==> src/rtl/next_pc_unit.sv <==
// Next-PC generator: sequential advance, branch/jump/register-jump redirects,
// a one-entry pending buffer for redirects accepted while stalled, and misalignment faults.
module next_pc_unit #(
    parameter int unsigned ADDR_W = 32,
    parameter int unsigned JIDX_W = 26,
    parameter int unsigned IMM_W  = 16,
    parameter int unsigned SHIFT  = 2,
    parameter logic [ADDR_W-1:0] RESET_PC = '0
) (
    input  logic              clk,
    input  logic              rst_n,
    input  logic              stall,
    input  logic              redir_valid,
    input  logic [1:0]        redir_mode,
    input  logic [ADDR_W-1:0] redir_base,
    input  logic [JIDX_W-1:0] jidx,
    input  logic [IMM_W-1:0]  imm,
    input  logic [ADDR_W-1:0] rs_val,
    output logic              redir_ack,
    output logic [ADDR_W-1:0] pc_out,
    output logic [ADDR_W-1:0] pc_next_seq,
    output logic              misalign_fault,
    output logic [ADDR_W-1:0] fault_addr
);

    localparam int unsigned       JLO_W      = JIDX_W + SHIFT;
    localparam logic [ADDR_W-1:0] INC        = ADDR_W'(1) << SHIFT;
    localparam logic [ADDR_W-1:0] ALIGN_MASK = INC - ADDR_W'(1);
    // Upper PC bits kept by a jump; empty when the index fills the whole PC.
    localparam logic [ADDR_W-1:0] JMASK      = ~((ADDR_W'(1) << JLO_W) - ADDR_W'(1));

    localparam logic [1:0] MODE_BR = 2'b00;
    localparam logic [1:0] MODE_J  = 2'b01;
    localparam logic [1:0] MODE_JR = 2'b10;
    localparam logic [1:0] MODE_RSV = 2'b11;

    logic [ADDR_W-1:0] r_pc;
    logic              r_pend_valid;
    logic [ADDR_W-1:0] r_pend_target;
    logic              r_fault;
    logic [ADDR_W-1:0] r_fault_addr;

    logic [ADDR_W-1:0] w_imm_ext;
    logic [ADDR_W-1:0] w_jump;
    logic [ADDR_W-1:0] w_branch;
    logic [ADDR_W-1:0] w_target;
    logic [ADDR_W-1:0] w_pc_seq;
    logic              w_ack;
    logic              w_misalign;
    logic              w_take;
    logic              w_fault_take;

    assign w_imm_ext = ADDR_W'($signed(imm));
    assign w_jump    = (redir_base & JMASK) | (ADDR_W'(jidx) << SHIFT);
    assign w_branch  = redir_base + (w_imm_ext << SHIFT);
    assign w_pc_seq  = r_pc + INC;

    // Target select by redirect mode
    always_comb begin
        w_target = rs_val;
        case (redir_mode)
            MODE_BR: w_target = w_branch;
            MODE_J:  w_target = w_jump;
            default: w_target = rs_val;
        endcase
    end

    assign w_ack        = redir_valid & ~r_pend_valid;
    assign w_misalign   = (redir_mode == MODE_JR) && ((rs_val & ALIGN_MASK) != '0);
    assign w_take       = w_ack & (redir_mode != MODE_RSV) & ~w_misalign;
    assign w_fault_take = w_ack & w_misalign;

    // PC and pending-buffer update; the pending target always wins once the stall lifts
    always_ff @(posedge clk or negedge rst_n) begin
        if (!rst_n) begin
            r_pc          <= RESET_PC;
            r_pend_valid  <= 1'b0;
            r_pend_target <= '0;
        end else if (!stall && r_pend_valid) begin
            r_pc         <= r_pend_target;
            r_pend_valid <= 1'b0;
        end else if (w_take && !stall) begin
            r_pc <= w_target;
        end else if (w_take && stall) begin
            r_pend_target <= w_target;
            r_pend_valid  <= 1'b1;
        end else if (!stall) begin
            r_pc <= w_pc_seq;
        end
    end

    // Fault pulse and sticky address of the last misaligned register jump
    always_ff @(posedge clk or negedge rst_n) begin
        if (!rst_n) begin
            r_fault      <= 1'b0;
            r_fault_addr <= '0;
        end else begin
            r_fault <= w_fault_take;
            if (w_fault_take) begin
                r_fault_addr <= rs_val;
            end
        end
    end

    assign redir_ack      = w_ack;
    assign pc_out         = r_pc;
    assign pc_next_seq    = w_pc_seq;
    assign misalign_fault = r_fault;
    assign fault_addr     = r_fault_addr;

endmodule
==> config.mk <==
export PLATFORM = sky130hd
export DESIGN_NAME = next_pc_unit
export DESIGN_NICKNAME = d
export VERILOG_FILES = /design/src/rtl/next_pc_unit.sv
export SDC_FILE = /design/constraint.sdc
export NUM_CORES = 1
export LEC_CHECK = 0
export CORE_ASPECT_RATIO = 1.4
export CORE_MARGIN = 1
export CORE_UTILIZATION = 30
export DETAILED_ROUTE_END_ITERATION = 7
export SYNTH_ARGS = -nofsm -noshare
export SYNTH_HDL_FRONTEND = slang
export SYNTH_SLANG_ARGS = --single-unit
export TNS_END_PERCENT = 10
==> constraint.sdc <==
create_clock -name clk -period 4.8 [get_ports clk]
set_clock_uncertainty 0.15 [all_clocks]
set_input_delay 0.96 -clock clk [delete_from_list [all_inputs] [get_ports clk]]
set_output_delay 0.96 -clock clk [all_outputs]
set_load 0.005 [all_outputs]
# Yosys cells after proc, flatten, opt, wreduce, memory -nomap -nowiden
# Index checks and enable logic that the tools add are counted.
[word_totals]
register_bits = 98
inputBits = 112
output_inout_bits = 98
[classes]
add_sub_neg = 2
n_eq_ne = 6
muxes = 8
bitwise_logic = 9
reduce_logical = 11
[ops]
columns = ["operator", "count"]
rows = [
  ["2-to-1 mux 32 bit", 4],
  ["case mux 32 bit (2 select lines)", 1],
  ["adder 32 x 3 -> 32 bit (second input constant)", 1],
  ["adder 32 bit", 1],
  ["bitwise OR 32 x 28 -> 32 bit", 1],
  ["nonzero test 32 bit", 1],
  ["AND 1 bit", 4],
  ["logical AND 1 bit", 4],
  ["inequality test 2 bit (second input constant)", 2],
  ["inverter 1 bit", 4],
  ["AND reduction 2 bit", 2],
  ["2-to-1 mux 1 bit", 3],
  ["inequality test 3 x 1 -> 1 bit (second input constant)", 1],
  ["inequality test 3 bit (second input constant)", 1],
  ["AND reduction 3 bit", 1],
  ["equality test 2 x 1 -> 1 bit (second input constant)", 1],
  ["equality test 2 bit (second input constant)", 1],
  ["zero test 2 bit", 1],
  ["nonzero test 2 bit", 1],
  ["zero test 1 bit", 1],
]

# Logic depth before layout (Yosys ltp)
[depth]
depth_word = 8
depth_mapped = 13

# Least setup slack after synthesis
# OpenSTA, ideal clock, no wires.
[synth_timing]
path_kind = "input -> register"
from = "input port redir_base[7]"
to = "register r_pend_target[30]"
setup_time_ps = 129
arrival_time_ps = 3196
t_required_ps = 4521
path_slack_ps = 1325
cell_stages = 11
cell_sequence = "ha_1 > a21o_1 > or4_1 > o22a_1 > o21ai_4 > o21ai_2 > a221o_1 > a21oi_2 > xor2_1 > a21o_1 > o21ai_1"
[synth_between]
elab_chain_cells = 2
[synth_rtl]
columns = ["item", "line", "rtl"]
rows = [
  ["start, declared", "15", "input logic [ADDR_W-1:0] redir_base,"],
  ["adder 32 bit", "55", "assign w_branch = redir_base + (w_imm_ext << SHIFT);"],
  ["case mux 32 bit (2 select lines)", "61", "case (redir_mode)"],
  ["end signal, assigned", "85", "r_pend_target <= w_target;"],
  ["end, declared", "39", "logic [ADDR_W-1:0] r_pend_target;"],
]
# No other way between the ends.
# A chain may end at the register's enable or synchronous reset.

# Worst setup path in the final report
[layout_timing]
from = "register r_pc[2] (netlist: pc_out[2])"
to = "output port pc_next_seq[28]"
[layout_between]
elab_chain_cells = 1
[layout_rtl]
columns = ["item", "line", "rtl"]
rows = [
  ["start, declared", "37", "logic [ADDR_W-1:0] r_pc;"],
  ["start signal, assigned", "80", "r_pc <= r_pend_target;"],
  ["start signal, assigned", "83", "r_pc <= w_target;"],
  ["start signal, assigned", "88", "r_pc <= w_pc_seq;"],
  ["adder 32 x 3 -> 32 bit", "56", "assign w_pc_seq = r_pc + INC;"],
  ["end, declared", "21", "output logic [ADDR_W-1:0] pc_next_seq,"],
]
# No other way between the ends.

==> impl_results.md <==
* Outcome: finished, final reports clean
* Max transition margin at between 30% and 40%
* Sequential area share after synthesis at 35.95%
* Worst Hold Class: in -> async
* Vias/cell at a little over 5
* Largest net degree at the start of global routing at 53
* P per Cell Area at 340.2 nW/um^2
* CTS root buffer: clkbuf_16
* Worst-skew pair later-pin latency at 350 ps
* Initial antenna violation count at 2
* Vias in the first global route at 6,918
* Final hold viol count at 0
* Synth top area share at 35.95%
* Nets at 1,198
* Max Cap Viol at 0
* Clk sinks at 98
* CP top delay family: simple AND/OR/NAND/NOR gates
* DRT Pass-1 Iters at 5
* Final wirelength at between 20,000 and 30,000 microns
* Share of cells above drive strength 1 at ~4.8%
* Critical Path RT at 3690 ps
* Routed length per instance at 18.43 microns
* Die H at roughly 180 microns
* Cell taking the most area after synthesis: dfrtp_1
* PortBufs at about 210
* Setup slack, reg-to-reg at about 1900 ps
* CP Buf/Inv Count at 1
* CP Capture Type: primary output
* Syn_area_per_cell at 7.923 sq um
* GRT Total Usage at 21.67%
* Setup TNS at 0 ps
* Slew Limit Fails at 0
* Synthesized area at 6822 sq um
* Commonest register cell after synthesis: dfrtp_1
* Crit-path cells: ha_1 > nand3_1 > nor2_1 > nand3_1 > nor2_1 > nand4_1 > xnor2_1 > clkdlybuf4s50_1
* CTS resizes at 0
* Met3 usage at 2.702%
* Reg clk slew, reported paths at 70 ps
* CTS Hold Bufs at 0
* Starting density of the core at 30.87%
* RSZ-0062 raised after global routing: no
* Register bit total from synthesis at 98
* Post-synth EDFFs at 0
* Boundary pin count at 210
* Met2 Use GR at between 30% and 40%
* HPWL after DPL at between 15,000 and 20,000 microns
* Global route overflow at 0
* Area of the core at about 22,000 sq um
* Synth area leaders: dfrtp_1 36%, nand2_1 11%, ha_1 5.5%, xnor2_1 4.2%, a21oi_1 4.1%
* Net Count, Synth at between 1k and 1.5k
* Gate Count Post-Synth at roughly 860
* Worst path arrival time at 3350 ps
* Synth Warn # at 0
* Max FO, Critical Path at 7
* Minimum clock period after layout at 4462 ps
* Cell row count at 64
* Die area at 23,350 sq um
* Met1 usage at 27.05%
* Worst Reg-to-Reg Cells at 9
* Achievable Freq at 224.1 MHz
* Worst Max-Slew Pin Slew at 1023 ps
* Crit-path max cell delay at about 580 ps
* RR Endpoint: pc_out[28]
* First-pass GRT wire length at between 30,000 and 40,000 microns
* H-tree depth at 3
* Slowest stage cell, crit path: clkdlybuf4s50_1
* DR vias at 6,975
* Final setup violation count at 0
* GPL Wtd Cong at around 0.9
* Iteration-0 DRC Markers at around 420
* Antenna-violating nets left at 0
* Peak VDD IR at 0.1417 mV
* Static leakage at 4.130 nW
* Die width at 129.4 microns
* Clk buf depth at 2
* TritonCTS Buffers at 9
* Reg-to-Reg Start: pc_out[2]
* Synth unique cells at 64
* # Post-CTS Setup Buffers at 0
* Setup crit start kind: register
* CP Class: reg -> out
* DRC Markers at 0
* Layout area overhead at 40.11%
* Total power at 3.252 mW
* Tcrit/Tclk final at 92.95%
* Ys async rst share at 100.0%
* GRT busiest layer: met2
* CTS tree: built
## through the flow
| step | cell area (sq um) | cells | setup slack [ps] | hold slack [ps] | util [%] |
|---|---|---|---|---|---|
| 6_report | 9558 | 1357 | 338.3 | 229.0 | 43.25 |
| 3_3_place_gp | 9253 | 1341 | 522.7 | 303.5 | 41.86 |
| 5_1_grt | 9558 | 1357 | 92.81 | 226.4 | 43.25 |
| 2_1_floorplan | 6822 | 861 | 1325 | 289.8 | - |
| 3_5_place_dp | 9253 | 1341 | 404.1 | 311.4 | 41.86 |
| 4_1_cts | 9553 | 1355 | 212.5 | 219.2 | 43.22 |
## flip-flops by register name, summed over array words and instances, names as in the netlist
name / flops
r_pend_valid: 1
pc_out: 32
r_pend_target: 32
misalign_fault: 1
fault_addr: 32
## placed cells by master (no fill, tap or decap), drive strengths merged, types with 10 or more instances in the layout
| master | count |
|---|---|
| clkdlybuf4s50 | 207 |
| nand2 | 203 |
| dfrtp | 98 |
| o21ai | 75 |
| nor2 | 59 |
| a21oi | 57 |
| xnor2 | 33 |
| ha | 30 |
| buf | 22 |
| nand3 | 21 |
| inv | 20 |
| xor2 | 19 |
| a21o | 18 |
| o211ai | 17 |
| o22ai | 16 |
| mux2i | 12 |
| nor3 | 11 |
| clkbuf | 11 |
| a31oi | 10 |
| o21a | 10 |
## how the worst max path moves through the flow
stage,startpoint,end,slack [ps],cells past startpoint
2_1_floorplan,redir_base[7],r_pend_target[30],1320,11
3_3_place_gp,redir_base[2],pc_out[22],520,14
3_5_place_dp,redir_base[2],pc_out[26],400,14
4_1_cts,pc_out[2],pc_next_seq[28],210,8
5_1_grt,pc_out[2],pc_next_seq[28],90,8
6_report,pc_out[2],pc_next_seq[28],340,8
## report_power, final
part / switching (mW) / total (mW) / internal (mW) / leakage, nW
Clock: 0.327 / 0.758 / 0.431 / 0.148
Combinational: 0.576 / 1.30 / 0.721 / 2.79
Sequential: 0.183 / 1.20 / 1.01 / 1.19
## cell families after synthesis
group           share of synthesized area (%)
fa+ha+maj                               5.796
buf+inv                                 3.760
flops                                   35.95
simple gates                            21.53
xor+xnor                                6.676
compound gates                          24.03
mux                                     2.256
## worst register-to-register path, stage by stage, from the launching register on
cell and delay (ps):
dfrtp_1 490, ha_1 230, nand3_1 150, nor2_1 350
nand3_1 180, nor2_1 440, nand4_1 190, xnor2_1 390
mux2i_1 130, a21oi_1 160
## layer usage
| metal | vias up | wire (microns) |
|---|---|---|
| met5 | - | 0 |
| met4 | 0 | 741 |
| met3 | 38 | 1088 |
| met2 | 203 | 12410 |
| met1 | 3294 | 10780 |
| li1 | 3440 | - |
## cell type report
cell class	count	area, sq um
diodes	2	5.005
clock buffers	11	252.7
clock inverters	3	47.55
fillers	2314	12540
inverters	20	75.07
multi-input cells	697	4119
flip-flops and latches	98	2452
well taps	297	371.6
repair buffers	229	2235
## cells in the mapped netlist (7+ instances only)
cell / number
a211oi_1: 8
a21o_1: 18
a21oi_1: 56
a31oi_1: 10
and3_1: 8
buf_1: 8
clkbuf_1: 35
dfrtp_1: 98
ha_1: 30
inv_1: 18
mux2i_1: 12
nand2_1: 203
nand2b_1: 9
nand3_1: 21
nand4_1: 7
nor2_1: 59
nor3_1: 11
o211ai_1: 16
o21a_1: 10
o21ai_0: 54
o21ai_1: 19
o22ai_1: 16
xnor2_1: 33
xor2_1: 19
Power figures use the tool's default switching activity.
